## config.mk

```make
export PLATFORM = sky130hd
export DESIGN_NAME = conv2d_event_accum_flat
export DESIGN_NICKNAME = d
export VERILOG_FILES = /design/src/rtl/conv2d_event_accum_if.sv /design/src/rtl/conv2d_event_accum.sv /design/src/flat_wrapper.sv
export SDC_FILE = /design/constraint.sdc
export NUM_CORES = 1
export LEC_CHECK = 0
export CAP_MARGIN = 20
export CORE_ASPECT_RATIO = 0.9
export CORE_MARGIN = 5
export CORE_UTILIZATION = 49
export CTS_CLUSTER_DIAMETER = 200
export DETAILED_ROUTE_END_ITERATION = 10
export GPL_ROUTABILITY_DRIVEN = 1
export GPL_TIMING_DRIVEN = 1
export PLACE_DENSITY_LB_ADDON = 0.08
export REMOVE_ABC_BUFFERS = 1
export SYNTH_ARGS = -nofsm -noshare
export SYNTH_HDL_FRONTEND = slang
export SYNTH_SLANG_ARGS = --single-unit
```

## constraint.sdc

```tcl
create_clock -name clk -period 3.87 [get_ports clk]
set_input_delay 0.774 -clock clk [delete_from_list [all_inputs] [get_ports clk]]
set_output_delay 0.774 -clock clk [all_outputs]
set_load 0.02 [all_outputs]
```

## src/rtl/conv2d_event_accum_if.sv

```systemverilog
// conv2d_event_accum_if: spike-event handshake between the capture stage and the engine.
interface conv2d_event_accum_if #(
    parameter int COORD_BITS  = 8,
    parameter int IN_CHANNELS = 4
);
    logic                   evt_valid;
    logic                   evt_ready;
    logic [COORD_BITS-1:0]  evt_x;
    logic [COORD_BITS-1:0]  evt_y;
    logic [IN_CHANNELS-1:0] evt_spikes;

    modport master (output evt_valid, evt_x, evt_y, evt_spikes, input evt_ready);
    modport slave  (input evt_valid, evt_x, evt_y, evt_spikes, output evt_ready);
endinterface

```

## src/rtl/conv2d_event_accum.sv

```systemverilog
// conv2d_event_accum: event-driven 2D convolution, one read-modify-write per kernel position.
// Optional build macro CONV_ACCUM_SATURATE_EN: clamp neuron sums instead of wrapping.
//
// state | meaning
// IDLE  | ready for an event; out-of-range events are dropped with evt_err
// LOAD  | compact active channels, seed the first in-bounds kernel position
// ACCUM | one weight fetch per active channel; neuron read on the first cycle
// WRITE | fold in the last weight, write the neuron word, step position
// DONE  | one-cycle completion pulse
module conv2d_event_accum #(
    parameter int COORD_BITS      = 8,
    parameter int IMG_WIDTH       = 32,
    parameter int IMG_HEIGHT      = 32,
    parameter int IN_CHANNELS     = 4,
    parameter int OUT_CHANNELS    = 8,
    parameter int KERNEL_SIZE     = 3,
    parameter int BITS_PER_WEIGHT = 4,
    parameter int BITS_PER_NEURON = 9
) (
    input  logic                                          clk,
    input  logic                                          rst_n,
    conv2d_event_accum_if.slave                           evt,
    output logic                                          kb_en,
    output logic [$clog2(IN_CHANNELS*KERNEL_SIZE*KERNEL_SIZE)-1:0] kb_addr,
    input  logic [OUT_CHANNELS*BITS_PER_WEIGHT-1:0]       kb_data,
    output logic                                          fm_rd_en,
    output logic [COORD_BITS-1:0]                         fm_rd_x,
    output logic [COORD_BITS-1:0]                         fm_rd_y,
    input  logic [OUT_CHANNELS*BITS_PER_NEURON-1:0]       fm_rd_data,
    output logic                                          fm_wr_en,
    output logic [COORD_BITS-1:0]                         fm_wr_x,
    output logic [COORD_BITS-1:0]                         fm_wr_y,
    output logic [OUT_CHANNELS*BITS_PER_NEURON-1:0]       fm_wr_data,
    output logic                                          busy,
    output logic                                          done,
    output logic                                          evt_err
);
    localparam int KK    = KERNEL_SIZE * KERNEL_SIZE;
    localparam int HALF  = KERNEL_SIZE / 2;
    localparam int KB_AW = $clog2(IN_CHANNELS * KK);
    localparam int KW    = $clog2(KERNEL_SIZE + 1);
    localparam int CW    = $clog2(IN_CHANNELS + 1);
    localparam int CHW   = (IN_CHANNELS > 1) ? $clog2(IN_CHANNELS) : 1;
    localparam int ACC_W = BITS_PER_WEIGHT + $clog2(IN_CHANNELS) + 1;
    localparam int BW    = BITS_PER_WEIGHT;
    localparam int NB    = BITS_PER_NEURON;
    localparam logic [COORD_BITS:0] HALF_E = (COORD_BITS+1)'(HALF);
    localparam logic [COORD_BITS:0] W_LAST = (COORD_BITS+1)'(IMG_WIDTH - 1);
    localparam logic [COORD_BITS:0] H_LAST = (COORD_BITS+1)'(IMG_HEIGHT - 1);
    localparam logic [COORD_BITS:0] W_LIM  = (COORD_BITS+1)'(IMG_WIDTH);
    localparam logic [COORD_BITS:0] H_LIM  = (COORD_BITS+1)'(IMG_HEIGHT);
`ifdef CONV_ACCUM_SATURATE_EN
    localparam int SUM_W = NB + ACC_W;
    localparam logic signed [SUM_W-1:0] N_MAX = SUM_W'(2**(NB-1) - 1);
    localparam logic signed [SUM_W-1:0] N_MIN = SUM_W'(-(2**(NB-1)));
    logic signed [SUM_W-1:0] sum;
`endif

    typedef enum logic [2:0] {S_IDLE, S_LOAD, S_ACCUM, S_WRITE, S_DONE} state_t;
    state_t state_q, state_d;

    logic [COORD_BITS-1:0]  x_q, x_d, y_q, y_d;
    logic [IN_CHANNELS-1:0] spk_q, spk_d;
    logic                   err_q, err_d, rd_vld_q, rd_vld_d;
    logic [CHW-1:0]         act_q [IN_CHANNELS];
    logic [CHW-1:0]         act_d [IN_CHANNELS];
    logic [CHW-1:0]         act_c [IN_CHANNELS];
    logic [CW-1:0]          n_act_q, n_act_d, n_act_c, i_q, i_d;
    logic [KW-1:0]          kx_q, kx_d, ky_q, ky_d, kx_lo, kx_hi, ky_lo, ky_hi;
    logic signed [ACC_W-1:0] acc_q [OUT_CHANNELS];
    logic signed [ACC_W-1:0] acc_d [OUT_CHANNELS];
    logic signed [ACC_W-1:0] acc_fin [OUT_CHANNELS];
    logic signed [NB-1:0]   nrn_q [OUT_CHANNELS];
    logic signed [NB-1:0]   nrn_d [OUT_CHANNELS];
    logic signed [NB-1:0]   nrn_src [OUT_CHANNELS];
    logic signed [BW-1:0]   wt [OUT_CHANNELS];
    logic [NB-1:0]          res [OUT_CHANNELS];
    logic                   oob_c, last_ch, last_pos;
    logic [COORD_BITS-1:0]  pos_x, pos_y;

    // In-bounds kernel positions form a rectangle; derive its limits from the latched centre.
    always_comb begin
        kx_lo = ({1'b0, x_q} < HALF_E) ? KW'(HALF_E - {1'b0, x_q}) : '0;
        ky_lo = ({1'b0, y_q} < HALF_E) ? KW'(HALF_E - {1'b0, y_q}) : '0;
        kx_hi = ({1'b0, x_q} + HALF_E > W_LAST) ? KW'(W_LAST + HALF_E - {1'b0, x_q}) : KW'(KERNEL_SIZE - 1);
        ky_hi = ({1'b0, y_q} + HALF_E > H_LAST) ? KW'(H_LAST + HALF_E - {1'b0, y_q}) : KW'(KERNEL_SIZE - 1);
        pos_x = x_q + COORD_BITS'(kx_q) - COORD_BITS'(HALF);
        pos_y = y_q + COORD_BITS'(ky_q) - COORD_BITS'(HALF);
        oob_c = ({1'b0, evt.evt_x} >= W_LIM) || ({1'b0, evt.evt_y} >= H_LIM);
        last_ch  = (i_q == n_act_q - CW'(1));
        last_pos = (kx_q == kx_hi) && (ky_q == ky_hi);
    end

    // Compact the spike mask into a list of active channel indices.
    always_comb begin
        n_act_c = '0;
        for (int c = 0; c < IN_CHANNELS; c++) act_c[c] = '0;
        for (int c = 0; c < IN_CHANNELS; c++) begin
            if (spk_q[c]) begin
                act_c[CHW'(n_act_c)] = CHW'(c);
                n_act_c = n_act_c + CW'(1);
            end
        end
    end

    // Per-lane weight accumulation and neuron update arithmetic.
    always_comb begin
`ifdef CONV_ACCUM_SATURATE_EN
        sum = '0;
`endif
        for (int j = 0; j < OUT_CHANNELS; j++) begin
            wt[j]      = kb_data[j*BW +: BW];
            nrn_src[j] = rd_vld_q ? fm_rd_data[j*NB +: NB] : nrn_q[j];
            acc_fin[j] = acc_q[j] + ACC_W'(wt[j]);
`ifdef CONV_ACCUM_SATURATE_EN
            sum = SUM_W'(nrn_src[j]) + SUM_W'(acc_fin[j]);
            if (sum > N_MAX)      res[j] = N_MAX[NB-1:0];
            else if (sum < N_MIN) res[j] = N_MIN[NB-1:0];
            else                  res[j] = sum[NB-1:0];
`else
            res[j] = nrn_src[j] + NB'(acc_fin[j]);
`endif
        end
    end

    // State register.
    always_ff @(posedge clk or negedge rst_n) begin
        if (!rst_n) state_q <= S_IDLE;
        else        state_q <= state_d;
    end

    // Next-state decode.
    always_comb begin
        state_d = state_q;
        case (state_q)
            S_IDLE:  if (evt.evt_valid && !oob_c) state_d = S_LOAD;
            S_LOAD:  state_d = (n_act_c == '0) ? S_DONE : S_ACCUM;
            S_ACCUM: if (last_ch) state_d = S_WRITE;
            S_WRITE: state_d = last_pos ? S_DONE : S_ACCUM;
            S_DONE:  state_d = S_IDLE;
            default: state_d = S_IDLE;
        endcase
    end

    // Datapath registers.
    always_ff @(posedge clk or negedge rst_n) begin
        if (!rst_n) begin
            x_q <= '0; y_q <= '0; spk_q <= '0; err_q <= 1'b0; rd_vld_q <= 1'b0;
            n_act_q <= '0; i_q <= '0; kx_q <= '0; ky_q <= '0;
            for (int c = 0; c < IN_CHANNELS; c++) act_q[c] <= '0;
            for (int j = 0; j < OUT_CHANNELS; j++) begin
                acc_q[j] <= '0;
                nrn_q[j] <= '0;
            end
        end else begin
            x_q <= x_d; y_q <= y_d; spk_q <= spk_d; err_q <= err_d; rd_vld_q <= rd_vld_d;
            n_act_q <= n_act_d; i_q <= i_d; kx_q <= kx_d; ky_q <= ky_d;
            act_q <= act_d; acc_q <= acc_d; nrn_q <= nrn_d;
        end
    end

    // Datapath next values: event latch, channel/position stepping, accumulation.
    always_comb begin
        x_d = x_q; y_d = y_q; spk_d = spk_q; err_d = 1'b0; rd_vld_d = 1'b0;
        act_d = act_q; n_act_d = n_act_q; i_d = i_q; kx_d = kx_q; ky_d = ky_q;
        acc_d = acc_q;
        nrn_d = nrn_src;
        case (state_q)
            S_IDLE: begin
                if (evt.evt_valid) begin
                    x_d   = evt.evt_x;
                    y_d   = evt.evt_y;
                    spk_d = evt.evt_spikes;
                    err_d = oob_c;
                end
            end
            S_LOAD: begin
                act_d   = act_c;
                n_act_d = n_act_c;
                i_d     = '0;
                kx_d    = kx_lo;
                ky_d    = ky_lo;
            end
            S_ACCUM: begin
                // Weight data lags its fetch by one cycle, so cycle 0 only clears.
                rd_vld_d = (i_q == '0);
                for (int j = 0; j < OUT_CHANNELS; j++)
                    acc_d[j] = (i_q == '0) ? '0 : acc_fin[j];
                i_d = last_ch ? '0 : i_q + CW'(1);
            end
            S_WRITE: begin
                if (kx_q == kx_hi) begin
                    kx_d = kx_lo;
                    ky_d = ky_q + KW'(1);
                end else begin
                    kx_d = kx_q + KW'(1);
                end
            end
            default: ;
        endcase
    end

    // Outputs decoded from state.
    always_comb begin
        evt.evt_ready = (state_q == S_IDLE);
        busy          = (state_q != S_IDLE);
        done          = (state_q == S_DONE);
        evt_err       = err_q;
        kb_en = 1'b0; kb_addr = '0;
        fm_rd_en = 1'b0; fm_rd_x = '0; fm_rd_y = '0;
        fm_wr_en = 1'b0; fm_wr_x = '0; fm_wr_y = '0; fm_wr_data = '0;
        case (state_q)
            S_ACCUM: begin
                kb_en   = 1'b1;
                kb_addr = KB_AW'(act_q[CHW'(i_q)]) * KB_AW'(KK)
                        + KB_AW'(ky_q) * KB_AW'(KERNEL_SIZE) + KB_AW'(kx_q);
                if (i_q == '0) begin
                    fm_rd_en = 1'b1;
                    fm_rd_x  = pos_x;
                    fm_rd_y  = pos_y;
                end
            end
            S_WRITE: begin
                fm_wr_en = 1'b1;
                fm_wr_x  = pos_x;
                fm_wr_y  = pos_y;
                for (int j = 0; j < OUT_CHANNELS; j++) fm_wr_data[j*NB +: NB] = res[j];
            end
            default: ;
        endcase
    end
endmodule

```

## src/flat_wrapper.sv

```systemverilog
// flat-port wrapper written by rule: the top's interface ports become plain ports
module conv2d_event_accum_flat 
#(
    parameter int COORD_BITS      = 8,
    parameter int IMG_WIDTH       = 32,
    parameter int IMG_HEIGHT      = 32,
    parameter int IN_CHANNELS     = 4,
    parameter int OUT_CHANNELS    = 8,
    parameter int KERNEL_SIZE     = 3,
    parameter int BITS_PER_WEIGHT = 4,
    parameter int BITS_PER_NEURON = 9
)
  (clk, rst_n, kb_en, kb_addr, kb_data, fm_rd_en, fm_rd_x, fm_rd_y, fm_rd_data, fm_wr_en, fm_wr_x, fm_wr_y, fm_wr_data, busy, done, evt_err, evt_evt_valid, evt_evt_x, evt_evt_y, evt_evt_spikes, evt_evt_ready);
  conv2d_event_accum_if #(.COORD_BITS(COORD_BITS), .IN_CHANNELS(IN_CHANNELS)) evt_i ();
  input  logic clk;
  input  logic rst_n;
  output logic kb_en;
  output logic [$clog2(IN_CHANNELS*KERNEL_SIZE*KERNEL_SIZE)-1:0] kb_addr;
  input  logic [OUT_CHANNELS*BITS_PER_WEIGHT-1:0] kb_data;
  output logic fm_rd_en;
  output logic [COORD_BITS-1:0] fm_rd_x;
  output logic [COORD_BITS-1:0] fm_rd_y;
  input  logic [OUT_CHANNELS*BITS_PER_NEURON-1:0] fm_rd_data;
  output logic fm_wr_en;
  output logic [COORD_BITS-1:0] fm_wr_x;
  output logic [COORD_BITS-1:0] fm_wr_y;
  output logic [OUT_CHANNELS*BITS_PER_NEURON-1:0] fm_wr_data;
  output logic busy;
  output logic done;
  output logic evt_err;
  input wire logic [$bits(evt_i.evt_valid)-1:0] evt_evt_valid;
  input wire logic [$bits(evt_i.evt_x)-1:0] evt_evt_x;
  input wire logic [$bits(evt_i.evt_y)-1:0] evt_evt_y;
  input wire logic [$bits(evt_i.evt_spikes)-1:0] evt_evt_spikes;
  output wire logic [$bits(evt_i.evt_ready)-1:0] evt_evt_ready;
  assign evt_i.evt_valid = evt_evt_valid;
  assign evt_i.evt_x = evt_evt_x;
  assign evt_i.evt_y = evt_evt_y;
  assign evt_i.evt_spikes = evt_evt_spikes;
  assign evt_evt_ready = evt_i.evt_ready;
  conv2d_event_accum #(.COORD_BITS(COORD_BITS), .IMG_WIDTH(IMG_WIDTH), .IMG_HEIGHT(IMG_HEIGHT), .IN_CHANNELS(IN_CHANNELS), .OUT_CHANNELS(OUT_CHANNELS), .KERNEL_SIZE(KERNEL_SIZE), .BITS_PER_WEIGHT(BITS_PER_WEIGHT), .BITS_PER_NEURON(BITS_PER_NEURON)) u_core (.clk(clk), .rst_n(rst_n), .evt(evt_i), .kb_en(kb_en), .kb_addr(kb_addr), .kb_data(kb_data), .fm_rd_en(fm_rd_en), .fm_rd_x(fm_rd_x), .fm_rd_y(fm_rd_y), .fm_rd_data(fm_rd_data), .fm_wr_en(fm_wr_en), .fm_wr_x(fm_wr_x), .fm_wr_y(fm_wr_y), .fm_wr_data(fm_wr_data), .busy(busy), .done(done), .evt_err(evt_err));
endmodule
```

==> impl_metrics.env <==
export IMPL_outcome="finished, violations left"
export IMPL_violations="setup timing"
export IMPL_drv_cap=0
export IMPL_drive_above_1_share_pct=39.0
export IMPL_end_kind="output pin"
export IMPL_pre_cts_ws_ps=-1160
export IMPL_cp_arrival_ps=3310
export IMPL_setup_viol=20
export IMPL_worst_path_largest_cell_delay_ps=380
export IMPL_via_per_inst=5.35
export IMPL_grt_max_degree=70
export IMPL_period_share_pct=106
export IMPL_skew_ps=18.3
export IMPL_num_vias=12000
export IMPL_dp_hpwl_um=26900
export IMPL_wl_per_cell_um=17.4
export IMPL_avgSynthCellArea_um2=9.64
export IMPL_ios=244
export IMPL_crit_path_top_delay_cell="or3_1"
export IMPL_area_growth_pct=52.5
export IMPL_drtPass1Iterations=5
export IMPL_die_h_um=165
export IMPL_yosysWarnings=0
export IMPL_port_buffers=243
export IMPL_grt_pass1_vias=12300
export IMPL_synth_edf_count=0
export IMPL_slew_headroom_pct=50.5
export IMPL_floorplan_die_width_um=182
export IMPL_start_util_pct=50.0
export IMPL_clk_latency_ps=440
export IMPL_cts_max_level=4
export IMPL_rows=56
export IMPL_cts_root_buf="clkbuf_16"
export IMPL_path_cells="buf_8 > ha_4 > inv_2 > fa_2 > nor2b_1 > o21a_1 > o21ai_2 > a211oi_2 > ha_1 > or3_1 > o21ai_1 > a21oi_1 > xnor3_1 > nor2_1 > buf_4"
export IMPL_ys_seq_area_share_pct=32.7
export IMPL_grt_pass1_wl_um=59700
export IMPL_final_nets=2198
export IMPL_numCtsBuffers=17
export IMPL_ant_nets=0
export IMPL_grt_total_usage_pct=24.3
export IMPL_core_um2=26200
export IMPL_tightest_slew_ps=743
export IMPL_rsz0062_at_grt="yes"
export IMPL_ys_seq_elements=171
export IMPL_hold_ws_ps=241
export IMPL_cts_sinks=171
export IMPL_ys_flop_type="dfrtp_1"
export IMPL_ys_async_sr_fraction_pct=100
export IMPL_cts_tree="yes"
export IMPL_post_route_min_period_ps=4080
export IMPL_fmax_mhz=245
export IMPL_final_core_util_pct=76.2
export IMPL_drt_iter0_drc=393
export IMPL_maxSlewViolCount=0
export IMPL_cp_required_ps=3100
export IMPL_synth_distinct_cells=60
export IMPL_syn_inst=1358
export IMPL_cts_hold_buffers=0
export IMPL_setup_ws_ps=-214
export IMPL_diodes=0
export IMPL_critPathLaunchType="input pin"
export IMPL_die_area_um2=30100
export IMPL_crit_type="in2out"
export IMPL_place_area_um2=17500
export IMPL_clock_path_buffers=2
export IMPL_drc=0
export IMPL_antenna_found_initial=2
export IMPL_fin_area_um2=20000
export IMPL_drt_total_wl_um=39000
export IMPL_grt_overflow=0
export IMPL_hold_class="in2async"
export IMPL_gp_congestion=0.881
export IMPL_fillers=1815
export IMPL_netlist_area_um2=13100
export IMPL_hold_viol=0
export IMPL_crit_path_max_fanout=2
export IMPL_path_clk_slew_ps=80
-- repair_timing --
| item | 4_1_cts | 5_1_grt |
|---|---|---|
| buffers inserted | 44 | 37 |
| endpoints found under the setup margin | 76 | 60 |
| resized for setup | 471 | 223 |
| pin swaps | 176 | 202 |
-- cell usage after synthesis (23+ instances only) --
master    instances  area share, %
fa_1             23            3.5
clkbuf_1         30           0.86
inv_1           118            3.4
xor2_1           47            3.1
xnor2_1          58            3.9
a21oi_1          69            2.6
a22o_1           49            3.3
mux2_2           67            5.8
nor2_1          133            3.8
dfrtp_1         171             33
nand2_1          58            1.7
nor2b_1          30            1.4
o21ai_0          63            2.4
nor3_1           40            1.5
ha_1            171             16
-- logic make-up after synthesis --
group	after synthesis	share of synthesized area [%]
fa+ha+maj	194	19.9
xor+xnor	110	7.88
mux	82	7.10
compound gates	289	15.0
simple gates	350	12.8
buf+inv	162	4.72
flops	171	32.7
-- routing by layer --
layer	global-route usage, %	vias to the layer above	wire length (µm)
met5	0	-	23
met4	7.13	4	961
met3	3.83	67	1510
met2	43.7	277	20100
met1	30.3	5866	16400
li1	-	5769	-
-- cell type report --
type                       instances  area, µm²  area share [%]
clock buffer                      19        453            2.27
clock inverter                    13        106           0.533
inverter                         118        445            2.23
multi-input combinational       1025       9620            48.2
sequential                       171       4280            21.4
tap                              348        435            2.18
timing repair buffer             544       4630            23.2
-- critical path, delay by kind of cell --
kind	cells	cell delay, ps
and+or+nand+nor	3	620
adders and majority gates	3	770
buffers and inverters	3	260
AOI/OAI and AO/OA	5	670
xor gates and xnor gates	1	200
-- cells in the final DEF, fill, tap and decap left out, types with 31 or more instances in the layout --
master             n
a21oi_1           31
a22o_1            49
buf_4            309
clkdlybuf4s50_1  136
dfrtp_1          170
ha_1             121
ha_4              36
inv_1             92
mux2_2            67
nand2_1           56
nor2_1           119
nor3_1            37
o21ai_0           34
xnor2_1           40
xor2_1            47
-- sequential cells by signal, summed over array words and instances, names as in the netlist --
signal           count
u_core.x_q           8
u_core.ky_q          2
u_core.nrn_q        72
u_core.state_q       3
u_core.spk_q         4
u_core.evt_err       1
u_core.n_act_q       3
u_core.rd_vld_q      1
u_core.kx_q          2
u_core.acc_q        56
u_core.i_q           3
u_core.y_q           8
u_core.act_q         8
-- path summary, 6_finish.rpt --
check | startpoint | slack, ps | end | cells past startpoint
min in group clk | u_core.nrn_q[9] | 500 | u_core.nrn_q[9] | 1
min reg2reg | u_core.nrn_q[9] | 500 | u_core.nrn_q[9] | 1
max | kb_data[24] | -210 | fm_wr_data[62] | 15
max reg2reg | u_core.spk_q[1] | 1260 | u_core.state_q[1] | 10
min | rst_n | 240 | u_core.nrn_q[62] | 1
max in group asynchronous | rst_n | 2640 | u_core.kx_q[0] | 2
-- stage by stage --
| step | TNS (ps) | std cells |
|---|---|---|
| after floorplan | -30690 | 1314 |
| after global placement | -42000 | 2130 |
| after detailed placement | -44490 | 2130 |
| after CTS | -2700 | 2205 |
| after global routing | -5370 | 2238 |
| final | -1670 | 2238 |
Power is left out: the tool's default activity adds up to more than one toggle a clock period on the data nets, which glitch-free logic cannot reach.
